--- config.mk ---
export PLATFORM = sky130hd
export DESIGN_NAME = exc_commit_ctrl_flat
export DESIGN_NICKNAME = d
export VERILOG_FILES = /design/src/rtl/exc_commit_ctrl_if.sv /design/src/rtl/exc_commit_ctrl.sv /design/src/flat_wrapper.sv
export SDC_FILE = /design/constraint.sdc
export NUM_CORES = 1
export LEC_CHECK = 0
export CORE_ASPECT_RATIO = 0.7
export CORE_MARGIN = 2
export CORE_UTILIZATION = 40
export DETAILED_ROUTE_END_ITERATION = 16
export GPL_ROUTABILITY_DRIVEN = 0
export GPL_TIMING_DRIVEN = 0
export PLACE_DENSITY = 0.84
export SLEW_MARGIN = 20
export SYNTH_ARGS = -nofsm -noshare
export SYNTH_HDL_FRONTEND = slang
export SYNTH_SLANG_ARGS = --single-unit
--- constraint.sdc ---
create_clock -name clk -period 4.8 [get_ports clk]
set_clock_uncertainty 0.2 [all_clocks]
set_input_delay 0.48 -clock clk [delete_from_list [all_inputs] [get_ports clk]]
set_output_delay 0.48 -clock clk [all_outputs]
set_load 0.02 [all_outputs]
--- src/rtl/exc_commit_ctrl_if.sv ---
// +----------------------------------------------------------------------+
// | exc_commit_ctrl_if : commit-stage, CP0 and fetch-redirect signals     |
// | Rev 1.0                                                              |
// +----------------------------------------------------------------------+
`default_nettype none

interface exc_commit_ctrl_if;
    logic        ms_valid;
    logic        ms_ready;
    logic [31:0] ms_pc;
    logic        ms_bd;
    logic        ms_ex;
    logic [4:0]  ms_excode;
    logic [31:0] ms_badvaddr;
    logic        ms_eret;
    logic [31:0] cp0_status;
    logic [31:0] cp0_cause;
    logic        cp0_ex_t;
    logic [4:0]  cp0_excode_t;
    logic [31:0] cp0_pc;
    logic        cp0_bd;
    logic [31:0] cp0_badvaddr;
    logic        eret_flush;
    logic        int_flush;
    logic [31:0] int_pc;
    logic        pipe_flush;
    logic        redir_valid;
    logic [31:0] redir_pc;
    logic        redir_ready;

    modport master (
        input  ms_valid, ms_pc, ms_bd, ms_ex, ms_excode, ms_badvaddr, ms_eret,
        input  cp0_status, cp0_cause, int_flush, int_pc, redir_ready,
        output ms_ready, cp0_ex_t, cp0_excode_t, cp0_pc, cp0_bd, cp0_badvaddr,
        output eret_flush, pipe_flush, redir_valid, redir_pc
    );

    modport slave (
        output ms_valid, ms_pc, ms_bd, ms_ex, ms_excode, ms_badvaddr, ms_eret,
        output cp0_status, cp0_cause, int_flush, int_pc, redir_ready,
        input  ms_ready, cp0_ex_t, cp0_excode_t, cp0_pc, cp0_bd, cp0_badvaddr,
        input  eret_flush, pipe_flush, redir_valid, redir_pc
    );
endinterface

`default_nettype wire

--- src/rtl/exc_commit_ctrl.sv ---
// +----------------------------------------------------------------------+
// | exc_commit_ctrl : exception/interrupt commit controller feeding CP0   |
// | and the fetch redirect. Optional counters under EXC_STAT_EN.          |
// | Rev 1.0                                                              |
// +----------------------------------------------------------------------+
`default_nettype none

module exc_commit_ctrl #(
    parameter int STAT_W = 16
) (
    input  wire                  clk,
    input  wire                  resetn,
    exc_commit_ctrl_if.master    bus
`ifdef EXC_STAT_EN
    ,
    input  wire                  stat_clr,
    output logic [STAT_W-1:0]    stat_exc,
    output logic [STAT_W-1:0]    stat_int
`endif
);

    localparam logic [1:0] S_IDLE   = 2'd0;
    localparam logic [1:0] S_COMMIT = 2'd1;
    localparam logic [1:0] S_REDIR  = 2'd2;

    logic [1:0]  r_state;
    logic [1:0]  w_state_nxt;

    logic        w_ready;
    logic        w_int_take;
    logic        w_trig;

    logic        r_is_int;
    logic        r_is_eret;
    logic [4:0]  r_excode;
    logic [31:0] r_pc;
    logic        r_bd;
    logic [31:0] r_badvaddr;
    logic [31:0] r_redir_pc;

    assign w_ready    = (r_state == S_IDLE);
    assign w_int_take = bus.cp0_status[0] & ~bus.cp0_status[1]
                      & (|(bus.cp0_cause[15:8] & bus.cp0_status[15:8]));
    assign w_trig     = bus.ms_valid & w_ready & (w_int_take | bus.ms_ex | bus.ms_eret);

    // int_flush is informational: the redirect target is captured regardless.
    logic w_unused_inputs;
    assign w_unused_inputs = ^{bus.int_flush, bus.cp0_status[31:16], bus.cp0_status[7:2],
                               bus.cp0_cause[31:16], bus.cp0_cause[7:0]};

    always_ff @(posedge clk or negedge resetn) begin
        if (!resetn) begin
            r_state <= S_IDLE;
        end else begin
            r_state <= w_state_nxt;
        end
    end

    always_comb begin
        w_state_nxt = r_state;
        case (r_state)
            S_IDLE:   if (w_trig) w_state_nxt = S_COMMIT;
            S_COMMIT: w_state_nxt = S_REDIR;
            S_REDIR:  if (bus.redir_ready) w_state_nxt = S_IDLE;
            default:  w_state_nxt = S_IDLE;
        endcase
    end

    // Priority: interrupt, then synchronous exception, then ERET.
    always_ff @(posedge clk or negedge resetn) begin
        if (!resetn) begin
            r_is_int   <= 1'b0;
            r_is_eret  <= 1'b0;
            r_excode   <= 5'd0;
            r_pc       <= 32'd0;
            r_bd       <= 1'b0;
            r_badvaddr <= 32'd0;
        end else if (w_trig) begin
            r_is_int   <= w_int_take;
            r_is_eret  <= ~w_int_take & ~bus.ms_ex & bus.ms_eret;
            r_excode   <= (~w_int_take & bus.ms_ex) ? bus.ms_excode : 5'd0;
            r_pc       <= (w_int_take | bus.ms_ex) ? bus.ms_pc : 32'd0;
            r_bd       <= (w_int_take | bus.ms_ex) ? bus.ms_bd : 1'b0;
            r_badvaddr <= (~w_int_take & bus.ms_ex) ? bus.ms_badvaddr : 32'd0;
        end
    end

    always_ff @(posedge clk or negedge resetn) begin
        if (!resetn) begin
            r_redir_pc <= 32'd0;
        end else if (r_state == S_COMMIT) begin
            r_redir_pc <= bus.int_pc;
        end
    end

    always_comb begin
        bus.ms_ready     = w_ready;
        bus.cp0_ex_t     = 1'b0;
        bus.eret_flush   = 1'b0;
        bus.cp0_excode_t = 5'd0;
        bus.cp0_pc       = 32'd0;
        bus.cp0_bd       = 1'b0;
        bus.cp0_badvaddr = 32'd0;
        bus.pipe_flush   = 1'b0;
        bus.redir_valid  = 1'b0;
        bus.redir_pc     = r_redir_pc;
        case (r_state)
            S_COMMIT: begin
                bus.cp0_ex_t     = ~r_is_eret;
                bus.eret_flush   = r_is_eret;
                bus.cp0_excode_t = r_excode;
                bus.cp0_pc       = r_pc;
                bus.cp0_bd       = r_bd;
                bus.cp0_badvaddr = r_badvaddr;
                bus.pipe_flush   = 1'b1;
            end
            S_REDIR: begin
                bus.pipe_flush   = 1'b1;
                bus.redir_valid  = 1'b1;
            end
            default: ;
        endcase
    end

`ifdef EXC_STAT_EN
    logic              w_stat_exc_inc;
    logic              w_stat_int_inc;
    logic [STAT_W-1:0] r_stat_exc;
    logic [STAT_W-1:0] r_stat_int;

    assign w_stat_exc_inc = (r_state == S_COMMIT) & ~r_is_eret & (r_excode != 5'd0);
    assign w_stat_int_inc = (r_state == S_COMMIT) & r_is_int;

    always_ff @(posedge clk or negedge resetn) begin
        if (!resetn) begin
            r_stat_exc <= '0;
            r_stat_int <= '0;
        end else if (stat_clr) begin
            r_stat_exc <= '0;
            r_stat_int <= '0;
        end else begin
            if (w_stat_exc_inc) r_stat_exc <= r_stat_exc + 1'b1;
            if (w_stat_int_inc) r_stat_int <= r_stat_int + 1'b1;
        end
    end

    assign stat_exc = r_stat_exc;
    assign stat_int = r_stat_int;
`else
    logic w_unused_stat_w;
    assign w_unused_stat_w = (STAT_W > 0);
`endif

endmodule

`default_nettype wire

--- src/flat_wrapper.sv ---
// flat-port wrapper written by rule: the top's interface ports become plain ports
module exc_commit_ctrl_flat 
#(
    parameter int STAT_W = 16
)
  (clk, resetn, bus_ms_valid, bus_ms_pc, bus_ms_bd, bus_ms_ex, bus_ms_excode, bus_ms_badvaddr, bus_ms_eret, bus_cp0_status, bus_cp0_cause, bus_int_flush, bus_int_pc, bus_redir_ready, bus_ms_ready, bus_cp0_ex_t, bus_cp0_excode_t, bus_cp0_pc, bus_cp0_bd, bus_cp0_badvaddr, bus_eret_flush, bus_pipe_flush, bus_redir_valid, bus_redir_pc);
  exc_commit_ctrl_if bus_i ();
  input  wire clk;
  input  wire resetn;
  input wire logic [$bits(bus_i.ms_valid)-1:0] bus_ms_valid;
  input wire logic [$bits(bus_i.ms_pc)-1:0] bus_ms_pc;
  input wire logic [$bits(bus_i.ms_bd)-1:0] bus_ms_bd;
  input wire logic [$bits(bus_i.ms_ex)-1:0] bus_ms_ex;
  input wire logic [$bits(bus_i.ms_excode)-1:0] bus_ms_excode;
  input wire logic [$bits(bus_i.ms_badvaddr)-1:0] bus_ms_badvaddr;
  input wire logic [$bits(bus_i.ms_eret)-1:0] bus_ms_eret;
  input wire logic [$bits(bus_i.cp0_status)-1:0] bus_cp0_status;
  input wire logic [$bits(bus_i.cp0_cause)-1:0] bus_cp0_cause;
  input wire logic [$bits(bus_i.int_flush)-1:0] bus_int_flush;
  input wire logic [$bits(bus_i.int_pc)-1:0] bus_int_pc;
  input wire logic [$bits(bus_i.redir_ready)-1:0] bus_redir_ready;
  output wire logic [$bits(bus_i.ms_ready)-1:0] bus_ms_ready;
  output wire logic [$bits(bus_i.cp0_ex_t)-1:0] bus_cp0_ex_t;
  output wire logic [$bits(bus_i.cp0_excode_t)-1:0] bus_cp0_excode_t;
  output wire logic [$bits(bus_i.cp0_pc)-1:0] bus_cp0_pc;
  output wire logic [$bits(bus_i.cp0_bd)-1:0] bus_cp0_bd;
  output wire logic [$bits(bus_i.cp0_badvaddr)-1:0] bus_cp0_badvaddr;
  output wire logic [$bits(bus_i.eret_flush)-1:0] bus_eret_flush;
  output wire logic [$bits(bus_i.pipe_flush)-1:0] bus_pipe_flush;
  output wire logic [$bits(bus_i.redir_valid)-1:0] bus_redir_valid;
  output wire logic [$bits(bus_i.redir_pc)-1:0] bus_redir_pc;
  assign bus_i.ms_valid = bus_ms_valid;
  assign bus_i.ms_pc = bus_ms_pc;
  assign bus_i.ms_bd = bus_ms_bd;
  assign bus_i.ms_ex = bus_ms_ex;
  assign bus_i.ms_excode = bus_ms_excode;
  assign bus_i.ms_badvaddr = bus_ms_badvaddr;
  assign bus_i.ms_eret = bus_ms_eret;
  assign bus_i.cp0_status = bus_cp0_status;
  assign bus_i.cp0_cause = bus_cp0_cause;
  assign bus_i.int_flush = bus_int_flush;
  assign bus_i.int_pc = bus_int_pc;
  assign bus_i.redir_ready = bus_redir_ready;
  assign bus_ms_ready = bus_i.ms_ready;
  assign bus_cp0_ex_t = bus_i.cp0_ex_t;
  assign bus_cp0_excode_t = bus_i.cp0_excode_t;
  assign bus_cp0_pc = bus_i.cp0_pc;
  assign bus_cp0_bd = bus_i.cp0_bd;
  assign bus_cp0_badvaddr = bus_i.cp0_badvaddr;
  assign bus_eret_flush = bus_i.eret_flush;
  assign bus_pipe_flush = bus_i.pipe_flush;
  assign bus_redir_valid = bus_i.redir_valid;
  assign bus_redir_pc = bus_i.redir_pc;
  exc_commit_ctrl #(.STAT_W(STAT_W)) u_core (.clk(clk), .resetn(resetn), .bus(bus_i));
endmodule
# Word-level counts from Yosys, hierarchy flattened
# Cells that the tools add are included.
dict set report word_totals {
  ff_bits 105
  input_bits 173
  output_inout_bits 107
  word_cells 44
}
dict set report op_classes {
  n_eq_ne 4
  muxes 15
  bitwise 14
  n_reduce_logical 4
}
# op count
set ops {}
lappend ops {{two-way mux 32 bit} 4}
lappend ops {{two-way mux 5 bit} 2}
lappend ops {{bitwise AND 8 bit} 1}
lappend ops {{OR reduction 8 bit} 1}
lappend ops {{bitwise AND 1 bit} 7}
lappend ops {{two-way mux 1 bit} 6}
lappend ops {{case mux 2 bit (3 select lines)} 1}
lappend ops {{two-way mux 2 bit} 2}
lappend ops {{inequality test 2 bit, second input constant} 2}
lappend ops {{inverter 1 bit} 4}
lappend ops {{equality test 2 x 1 -> 1 bit, second input constant} 1}
lappend ops {{equality test 2 bit, second input constant} 1}
lappend ops {{logical NOT 2 bit} 1}
lappend ops {{OR 1 bit} 2}
lappend ops {{AND reduction 2 bit} 1}
lappend ops {{OR reduction 2 bit} 1}

# Longest topological paths before layout
dict set report logic_depth {
  depth_word 8
  ltp_mapped 7
  mapped_depth_nobuf 6
}

# Worst setup path before layout
# OpenSTA, ideal clock, no wires.
dict set report synth_path {
  path_kind {register -> output}
  startpoint {register u_core.r_state[1]}
  endpoint {output port bus_cp0_badvaddr[11]}
  arrival_ns 1.517
  t_required_ns 4.120
  slack_ns 2.603
  path_stages_with_launch 7
  n_path_buf 3
  path_cell_list {dfrtp_1 inv_1 ha_1 clkbuf_1 buf_1 clkbuf_1 and2_1}
}
dict set report synth_between {
  elab_chain_len 2
}
# item line
set synth_rtl {}
lappend synth_rtl {{from (decl)} exc_commit_ctrl.sv:26} ;# logic [1:0] r_state;
lappend synth_rtl {{from (signal assigned)} exc_commit_ctrl.sv:55} ;# r_state <= w_state_nxt;
lappend synth_rtl {{equality test 2 x 1 -> 1 bit} exc_commit_ctrl.sv:107} ;# case (r_state)
lappend synth_rtl {{two-way mux 32 bit} exc_commit_ctrl.sv:107}
lappend synth_rtl {{to (decl)} flat_wrapper.sv:27} ;# output wire logic [$bits(bus_i.cp0_badvaddr)-1:0] bus_cp0_badvaddr;
# No other way between the ends.

# Worst setup path in the final report
dict set report layout_path {
  startpoint {register u_core.r_state[1]}
  endpoint {output port bus_cp0_bd}
}
dict set report layout_between {
  elab_chain_len 2
}
# item line
set layout_rtl {}
lappend layout_rtl {{equality test 2 x 1 -> 1 bit} exc_commit_ctrl.sv:107}
lappend layout_rtl {{two-way mux 1 bit} exc_commit_ctrl.sv:107}
lappend layout_rtl {{to (decl)} flat_wrapper.sv:26} ;# output wire logic [$bits(bus_i.cp0_bd)-1:0] bus_cp0_bd;
# No other way between the ends.

==> impl_metrics.toml <==
[clock_network]
clk_pin_slew_ns = 0.07
ctsResizeCount = 0
cts.path.max_buffers = 2
clk-insertion-delay-late_ns = 0.33
numCtsBuffers = 9
root_buffer = "clkbuf_16"
clock-sinks = 105
cts_tree = "done"
htreeDepth = 3

[worst_setup_path]
crit_type = "flip-flop to output port"
reg2reg_depth = 5
crit_arrival_ns = 2.95
worstSetupStartpointType = "flip-flop"
r2r_setup_slack_ns = 2.66
rr_startpoint = "u_core.r_state[1]$_DFFE_PN0P_"
required_ns = 4.12
cp_max_fo = 10
worstSetupEndpointType = "output port"
r2r_end = "u_core.bus.redir_pc[0]$_DFFE_PN0N_"

[logic_synthesis]
yosys-top-cells-area = "dfrtp_1 (60%), a22o_1 (15%), and2_1 (10%)"
syn_inst = 334
synth_seq_cells = 105
syn_area_um2 = 4390
netlist.area_leader.share_pct = 59.9
yosysSeqAreaShare_pct = 59.9
syn_nets = 511
ys_types = 24
synth_flop_cell = "dfrtp_1"
synth_most_common_cell = "dfrtp_1"
post_synth.cell_area_avg_um2 = 13.1
synthTopCellsByCount = "dfrtp_1 (105), a22o_1 (74), and2_1 (72), mux2_2 (33), buf_2 (14)"
synth_edf_count = 0
synth_top_cell_by_area = "dfrtp_1"
async_flop_share_pct = 100
yosys_warnings = 0

[detailed_routing]
drc = 0
vias = 3601
routedWlPerCell_um = 17.4
ant_nets = 0
drt-total-wl_um = 12700
first_pass_iters = 4
drt_iter0_drc = 163
vias_per_cell = 4.92

[timing]
slew_violations = 0
worst_pin_slew_ns = 0.666
rsz0062_at_grt = "false"
setup_viol = 0
max-slew-margin-rel_pct = 55.6
max_freq_mhz = 275
final.min_clock_period_ns = 3.63
hold_viol_final = 0
whs_ns = 0.295
fin_crit_sh_pct = 75.7

[place]
port_buffers = 232
place_hpwl_um = 9780

[global_route]
antenna_found_initial = 0
grt_overflow = 0
grt_use_total_pct = 21.7
grt_max_degree = 58
grt_pass1_vias = 3789
grt_pass1_wl_um = 19900

[pwr]
p_leak_nw = 3.12
peakVddDrop_v = 0.000255
pwr_density_cell_nw_per_um2 = 590
power_mw = 4.27

[hold_path]
whs_endpoint = "u_core.r_pc[14]$_DFFE_PN0P_"
hold_path.class = "flip-flop to flip-flop"
holdPathStages = 1
hold_start = "u_core.r_pc[14]$_DFFE_PN0P_"

[cells_and_area]
drive_gt1_share_pct = 11.6
syn_to_final_growth_pct = 64.8
utilization_pct = 68.8
diodes = 0
final_nets = 756

[flow_run]
drv_cap = 0

[run_status]
run_status = "finished, final reports clean"

[floorplan]
placementRows = 31
ioPinCount = 280
die-area_um2 = 11800
initial_core_util_pct = 41.7
core_um2 = 10500
fp.dieW_um = 129
die_y_um = 91.6
layout make-up:
class / count / area [um2]
clock inverter: 7 / 70.1
buffer: 27 / 123
multi-input combinational: 199 / 1630
sequential: 105 / 2630
clock buffer: 9 / 225
timing repair buffer: 234 / 2360
fill: 817 / 3280
inverter: 3 / 11.3
tap: 148 / 185
critical path, stage by stage, from the launching register on:
cell	delay, ns
dfrtp_1	0.40
inv_1	0.11
ha_1	0.14
clkbuf_1	0.21
buf_1	0.55
clkbuf_1	0.39
and2_1	0.18
clkdlybuf4s50_1	0.63
worst max path at each step:
stage                                        from                                 end  slack (ns)
floorplan           u_core.r_state[1]$_DFFE_PN0P_                bus_cp0_badvaddr[11]        2.60
detailed placement  u_core.r_state[1]$_DFFE_PN0P_                          bus_cp0_bd        1.50
finish              u_core.r_state[1]$_DFFE_PN0P_                          bus_cp0_bd        1.17
global placement                           resetn  u_core.bus.redir_pc[8]$_DFFE_PN0N_       -0.71
global route        u_core.r_state[1]$_DFFE_PN0P_                      bus_eret_flush        0.94
CTS                 u_core.r_state[1]$_DFFE_PN0P_                          bus_cp0_bd        1.11
through the flow:
step	TNS, ns	setup slack (ns)	instances	cell area [um2]
6_report	0	1.17	732	7230
5_1_grt	0	0.935	732	7230
4_1_cts	0	1.11	732	7230
3_5_place_dp	0	1.50	715	6920
3_3_place_gp	-73.15	-0.707	714	6900
2_1_floorplan	0	2.60	334	4390
placed cells by master (no fill, tap or decap), drive strengths merged:
master         netlist  routed
a31oi                1       1
or2                  1       1
inv                  3       4
o21ai                2       2
buf                 19      21
a21oi                1       1
nor2b                2       2
nor2                 2       2
clkdlybuf4s50        0     231
nand2b               1       1
clkinvlp             0       1
a22o                74      74
clkbuf               8      17
o41ai                1       1
bufinv               0       1
o21a                 1       1
o211ai               1       1
and2                72      72
clkinv               0       4
dfrtp              105     105
dlygate4sd3          0       1
ha                   4       4
a22oi                1       1
and3                 1       1
mux2                33      33
o41a                 1       1
layer usage:
layer / global-route usage (%) / vias up / share of wire (%) / wire length (um)
met3: 6.71 / 19 / 8.3 / 1060
met4: 6.34 / 0 / 1.8 / 233
li1: - / 1690 / - / -
met2: 35.5 / 148 / 47 / 5990
met5: 0 / - / 0 / 0
met1: 27.9 / 1744 / 43 / 5460
cell families after synthesis:
logic type	count (synthesis)	share of synthesized area (%)
flip-flops	105	59.9
adder cells (fa/ha/maj)	4	1.14
buffers and inverters	30	3.05
AND/OR/NAND/NOR	79	11.1
AO/OA/AOI/OAI	83	16.3
multiplexers	33	8.47
what timing repair did:
| action | CTS | global route |
|---|---|---|
| hold endpoints to repair | 48 | 0 |
| setup buffers | 0 | 0 |
| hold buffers | 1 | 0 |
| setup endpoints to repair | 0 | 0 |
report_power, final:
group / leakage (nW) / internal (mW) / total, mW / switching, mW
registers: 1.31 / 1.31 / 1.53 / 0.220
logic: 1.66 / 1.07 / 2.01 / 0.944
clock network: 0.146 / 0.404 / 0.727 / 0.322
total: 3.12 / 2.78 / 4.27 / 1.49
sequential cells by signal, summed over array words and instances, names as in the netlist:
register,flops
u_core.bus.redir_pc,32
u_core.r_badvaddr,32
u_core.r_bd,1
u_core.r_excode,5
u_core.r_is_eret,1
u_core.r_pc,32
u_core.r_state,2
Power figures use the tool's default switching activity.
